### config.mk
export PLATFORM = sky130hd
export DESIGN_NAME = branch_redirect_ctrl
export DESIGN_NICKNAME = d
export VERILOG_FILES = /design/src/rtl/branch_redirect_ctrl.sv
export SDC_FILE = /design/constraint.sdc
export NUM_CORES = 1
export LEC_CHECK = 0
export CAP_MARGIN = 15
export CORE_ASPECT_RATIO = 1.75
export CORE_UTILIZATION = 42
export DETAILED_ROUTE_END_ITERATION = 16
export GPL_TIMING_DRIVEN = 0
export PLACE_DENSITY = 0.95
export SETUP_SLACK_MARGIN = 0.4
export SLEW_MARGIN = 20
export SYNTH_ARGS = -nofsm -noshare
export SYNTH_HDL_FRONTEND = slang
export SYNTH_SLANG_ARGS = --single-unit
### constraint.sdc
create_clock -name clk -period 4.4 [get_ports clk]
set_clock_uncertainty 0.15 [all_clocks]
set_input_delay 1.32 -clock clk [delete_from_list [all_inputs] [get_ports clk]]
set_output_delay 1.32 -clock clk [all_outputs]
set_load 0.02 [all_outputs]
### src/rtl/branch_redirect_ctrl.sv
// Branch redirect sequencer between execute-stage resolution and fetch.
// Optional perf counters are built only when BR_PERF_CNT_EN is defined.
module branch_redirect_ctrl #(
  parameter int XLEN = 32
) (
  input  logic            clk,
  input  logic            rst_n,
  input  logic            ex_valid,
  input  logic            ex_stall,
  input  logic            ex_br_taken,
  input  logic [XLEN-1:0] ex_target,
  input  logic            if_ready,
  output logic            redirect_valid,
  output logic [XLEN-1:0] redirect_pc,
  output logic            flush_if,
  output logic            kill_ex,
  output logic            misalign_exc,
  output logic [31:0]     perf_taken_cnt,
  output logic [31:0]     perf_flush_cnt,
  output logic [1:0]      dbg_state
);

  typedef enum logic [1:0] {
    S_IDLE   = 2'd0,
    S_WAIT   = 2'd1,
    S_BUBBLE = 2'd2
  } state_t;

  // Handshake: the redirect is accepted at the rising edge where
  // redirect_valid && if_ready; redirect_pc holds steady until then.

  state_t          state_q, state_d;
  logic [XLEN-1:0] pend_pc_q, pend_pc_d;
  logic            kill_c, res_c;
  logic            rv_c, flush_c, mis_c;
  logic [XLEN-1:0] pc_c;

  assign kill_c = (state_q != S_IDLE);
  assign res_c  = ex_valid & ~ex_stall & ex_br_taken & ~kill_c;

  always_comb begin
    state_d   = state_q;
    pend_pc_d = pend_pc_q;
    rv_c      = 1'b0;
    pc_c      = ex_target;
    flush_c   = 1'b0;
    mis_c     = 1'b0;
    case (state_q)
      S_IDLE: begin
        if (res_c) begin
          if (ex_target[1:0] == 2'b00) begin
            rv_c    = 1'b1;
            flush_c = 1'b1;
            if (if_ready) begin
              state_d = S_BUBBLE;
            end else begin
              pend_pc_d = ex_target;
              state_d   = S_WAIT;
            end
          end else begin
            mis_c = 1'b1;
          end
        end
      end
      S_WAIT: begin
        rv_c    = 1'b1;
        pc_c    = pend_pc_q;
        flush_c = 1'b1;
        if (if_ready) state_d = S_BUBBLE;
      end
      S_BUBBLE: begin
        state_d = S_IDLE;
      end
      default: begin
        state_d = S_IDLE;
      end
    endcase
  end

  always_ff @(posedge clk or negedge rst_n) begin
    if (!rst_n) begin
      state_q   <= S_IDLE;
      pend_pc_q <= '0;
    end else begin
      state_q   <= state_d;
      pend_pc_q <= pend_pc_d;
    end
  end

  // Outputs are forced low while reset is held, including the combinational ones.
  assign redirect_valid = rst_n & rv_c;
  assign redirect_pc    = rst_n ? pc_c : '0;
  assign flush_if       = rst_n & flush_c;
  assign kill_ex        = rst_n & kill_c;
  assign misalign_exc   = rst_n & mis_c;
  assign dbg_state      = state_q;

`ifdef BR_PERF_CNT_EN
  logic [31:0] taken_cnt_q, taken_cnt_d;
  logic [31:0] flush_cnt_q, flush_cnt_d;

  always_comb begin
    taken_cnt_d = taken_cnt_q + ((rv_c & if_ready) ? 32'd1 : 32'd0);
    flush_cnt_d = flush_cnt_q + (flush_c ? 32'd1 : 32'd0);
  end

  always_ff @(posedge clk or negedge rst_n) begin
    if (!rst_n) begin
      taken_cnt_q <= '0;
      flush_cnt_q <= '0;
    end else begin
      taken_cnt_q <= taken_cnt_d;
      flush_cnt_q <= flush_cnt_d;
    end
  end

  assign perf_taken_cnt = taken_cnt_q;
  assign perf_flush_cnt = flush_cnt_q;
`else
  assign perf_taken_cnt = 32'd0;
  assign perf_flush_cnt = 32'd0;
`endif

endmodule
Word level (Yosys, flattened, before mapping). Index checks and enable logic that the tools add are counted.

Output and inout bits: 102. Logic and storage cells: 33. Register bits: 34. Input bits: 38.

Equality and inequality tests: 4. Bitwise gates (word level): 9. Reductions and logical operators: 5. Multiplexer cells: 13.

Operators with widths (number): $mux W32 (2); $mux W2 (4); $and A1 B1 Y1 (6); $ne A2 B2 Y1 const B (3); $mux W1 (5); $logic_not A2 Y1 (2); $pmux W2 S2 (1); $reduce_and A4 Y1 (1); $not A1 Y1 (3); $reduce_and A3 Y1 (1); $eq A2 B1 Y1 const B (1); $pmux W1 S2 (1); $reduce_bool A2 Y1 (1).

Depth between registers and ports, before layout. Gate-level depths: netlist (run 1).

Word-level depth: 7. Depth in mapped cells: 5.

Worst setup path after synthesis (run 1). Ideal clock, no wire load.

Kind: input port to output port. Start: input port ex_stall. End: output port redirect_valid. Path slack: 0.399 ns. Buffers on the path: 1. Data required time: 2.930 ns. Data arrival time: 2.531 ns. Cell stages on the path: 4. Path through: and3b_2 > a21oi_1 > nor3b_1 > buf_4.

Word-level cells in the longest chain between the ends: 7.

RTL lines: start, declared (RTL line 9) `input logic ex_stall,`; $not A1 Y1 (RTL line 39) `assign res_c = ex_valid & ~ex_stall & ex_br_taken & ~kill_c;`; $and A1 B1 Y1 (3 in a row) (RTL line 39); $mux W1; $pmux W1 S2; $and A1 B1 Y1; end, declared (RTL line 13) `output logic redirect_valid,`.

No other way between the ends.

Final worst setup path (run 1).
Start: input port ex_valid. End: output port redirect_valid.

Word-level cells in the longest chain between the ends: 6.

RTL lines: start, declared (RTL line 8) `input logic ex_valid,`; $and A1 B1 Y1 (3 in a row) (RTL line 39); $mux W1 (RTL line 50) `if (res_c) begin`; $pmux W1 S2 (RTL line 48) `case (state_q)`; $and A1 B1 Y1 (RTL line 91) `assign redirect_valid = rst_n & rv_c;`.

No other way between the ends.

==> impl_metrics.csv, run 1 <==
group,metric,value,unit
routing,route.detailed.wl_per_inst,12.1,um
status,outcome,"completed",
cells_and_area,fin_nets,440,
die,io_pins,140,
clocking,cts.sinks,34,
pwr,power.density,259,mW/mm2
critical_path,critPathMaxStageDelay,0.44,ns
routing,wl,5800,um
clocking,cts-root-buf,"clkbuf_8",
critical_path,start_kind,"primary input",
synth,synth_top_area_share,34.6,%
sta,setup_slack,0.417,ns
critical_path,critical_path.max_fanout,3,
worst_hold_path,min_path_type,"reg2reg",
synth,async_flop_share,100,%
cells_and_area,drive_above_1_share,35.0,%
synth,synth.most_common_cell,"buf_4",
die,initial_utilization,44.0,%
die,dieArea,0.00618,mm2
synth,synth_warnings,0,
worst_hold_path,hold_path_startpoint,"pend_pc_q[1]",
synth,syn-cell-area,0.00246,mm2
cells_and_area,finalCoreUtilization,65.6,%
grt,grt_first_pass_wirelength,9030,um
sta,final_hold_viol_count,0,
critical_path,regToRegSetupSlack,2.72,ns
grt,gr-usage-met3,5.10,%
grt,busiest_layer,"met2",
critical_path,crit_path_end_kind,"output pin",
synth,synth_top_flop_cell,"dfrtp_1",
synth,synth.distinct_cells,22,
synth,ys_seq_elements,34,
pwr,p_leak,2.08,nW
pwr,power,948,uW
clocking,tritoncts,"done",
pwr,p_seq_share,41.9,%
routing,first_pass_iters,4,
placement,globalplace.congestion,0.770,
critical_path,crit_family,"buffers and inverters",
grt,grt_max_degree,19,
critical_path,path_buf_inv,3,
critical_path,arrival,2.51,ns
routing,antenna_left,0,
sta,rsz0062_at_grt,"true",
sta,fin_crit,3.98,ns
sta,slew_violations,0,
grt,met1_usage,20.7,%
routing,drc,0,
critical_path,worstSetupPathType,"in2out",
synth,synth_commonest_cells,"65 x buf_4, 64 x nand2_1, 34 x dfrtp_1",
sta,setup_violations,0,
placement,dp_slack,-0.179,ns
die,die_h,103,um
pwr,pwr-share-clk,25.3,%
pwr,p_switching,284,uW
clocking,htreeDepth,2,
routing,drt-vias-per-instance,4.23,
critical_path,required,2.93,ns
cells_and_area,synthToLayoutAreaGrowth,49.0,%
run,cap_viol_max_count,0,
grt,grtUsageMet2,36.0,%
synth,synth_seq_area_share,34.6,%
die,core_region_area,0.00559,mm2
sta,fmaxAchievable,251,MHz
critical_path,r2r-start,"dbg_state[1]",
synth,synth_area_leader_cell,"dfrtp_1",
grt,track_usage,19.6,%
routing,vias,2028,
cells_and_area,fillerInstances,477,
placement,io_buffers,75,
grt,overflow,0,
critical_path,crit_chain,"clkdlybuf4s50_1 -> and3b_2 -> a21oi_4 -> nor3b_2 -> buf_4 -> buf_6",
synth,avgSynthCellArea,9.72,um2
cells_and_area,diodes,0,
grt,grt_pass1_vias,2015,
synth,synth_area_leaders,"dfrtp_1 35%, buf_4 20%, mux2_4 17%",
critical_path,startpoint,"ex_valid",
die,rows,36,
pwr,irDropWorstVdd,0.175,mV
sta,fin_crit_sh,90.5,%
placement,hpwl,4460,um
clocking,path_clk_slew,0.07,ns
die,die_width,59.9,um
clocking,cts_hold_buf,0,
pwr,p_int,664,uW
clocking,clockBufferDepth,2,
synth,synth_edf_count,0,
pwr,swShare,30.0,%
synth,syn_inst,253,
critical_path,slowest_stage,"clkdlybuf4s50_1",
sta,hold_slack,0.340,ns
routing,drt_first_iter_violations,32,
clocking,cts_made_buffers,5,
pwr,combPwrFrac,32.7,%
grt,antenna_found_initial,0,
clocking,clkLatencyLatePin,0.28,ns
-- path summary, 6_finish.rpt --
check	to	cells after the start
setup / recovery	redirect_valid	6
hold / removal	pend_pc_q[1]	1
setup reg to reg	pend_pc_q[9]	4
hold reg to reg	pend_pc_q[1]	1
max in group asynchronous	pend_pc_q[28]	2
min in group asynchronous	pend_pc_q[24]	1
-- registers in the layout (all words and copies together) (netlist names) --
register,flops
dbg_state,2
pend_pc_q,32
-- power groups by stage --
| stage | Clock (mW) | Sequential [mW] | Combinational (mW) |
|---|---|---|---|
| global placement | 0 | 0.398 | 0.307 |
| global route | 0.264 | 0.402 | 0.334 |
| floorplan | 0 | 0.393 | 0.221 |
| finish | 0.240 | 0.398 | 0.311 |
| CTS | 0.247 | 0.397 | 0.308 |
| detailed placement | 0 | 0.400 | 0.315 |
-- area by class of cell --
class | instances | area [um2] | area share [%]
timing repair buffer | 79 | 751 | 20.5
clock inverter | 2 | 12.5 | 0.341
buffer | 78 | 572 | 15.6
multi-input combinational | 204 | 1300 | 35.5
sequential | 34 | 851 | 23.2
clock buffer | 6 | 82.6 | 2.25
tap | 76 | 95.1 | 2.59
-- per-stage QoR --
stage | TNS, ns | std cells | cell area, um2
final | 0 | 479 | 3660
after global routing | 0 | 479 | 3660
after CTS | 0 | 477 | 3660
after detailed placement | -2.17 | 468 | 3560
after global placement | -46.55 | 467 | 3550
after floorplan | 0 | 316 | 2700
-- metal layers --
metal | vias to the layer above | wire (um)
met5 | - | 0
met4 | 0 | 116
met3 | 8 | 409
met2 | 98 | 3140
met1 | 931 | 2130
li1 | 991 | -
-- repair_timing --
item / in CTS / in global routing
pin swaps: 0 / 4
resized for setup: 46 / 52
buffers inserted: 0 / 2
endpoints found under the hold margin: 0 / 0
gates cloned: 1 / 0
endpoints found under the setup margin: 36 / 22
-- cell families (layout without fill, tap and decap cells) --
group / after synthesis / count (layout) / share of synthesized area, %
AOI/OAI and AO/OA: 33 / 33 / 9.97
buffers and inverters: 78 / 165 / 23.1
DFF: 34 / 34 / 34.6
muxes: 30 / 30 / 18.0
other: 1 / 64 / 0.152
and+or+nand+nor: 77 / 77 / 14.2
-- layout by cell type (no fill, tap or decap), drive strengths merged --
cell type      instances
buf                   81
nand2                 64
conb                  64
clkdlybuf4s50         35
dfrtp                 34
a21boi                32
mux2                  30
clkbuf                19
dlygate4sd2           14
clkdlybuf4s15          8
dlymetal6s2s           3
and2b                  2
and2                   2
dlygate4sd1            2
nor2                   2
nor3b                  2
nand2b                 1
and3b                  1
a21oi                  1
and4b                  1
nand4b                 1
nor3                   1
clkinvlp               1
clkinv                 1
bufbuf                 1
(Power assumes the default switching activity.)
==> run 2, diff against run 1 <==
--- a/config.mk
+++ b/config.mk
@@ -5,6 +5,7 @@
 export SDC_FILE = /design/constraint.sdc
 export NUM_CORES = 1
 export LEC_CHECK = 0
+export ABC_CLOCK_PERIOD_IN_PS = 4400
 export CAP_MARGIN = 15
 export CORE_ASPECT_RATIO = 1.75
 export CORE_UTILIZATION = 42
==> results of run 2 <==
Final layout, timing and power as in run 1 (identical DEF).
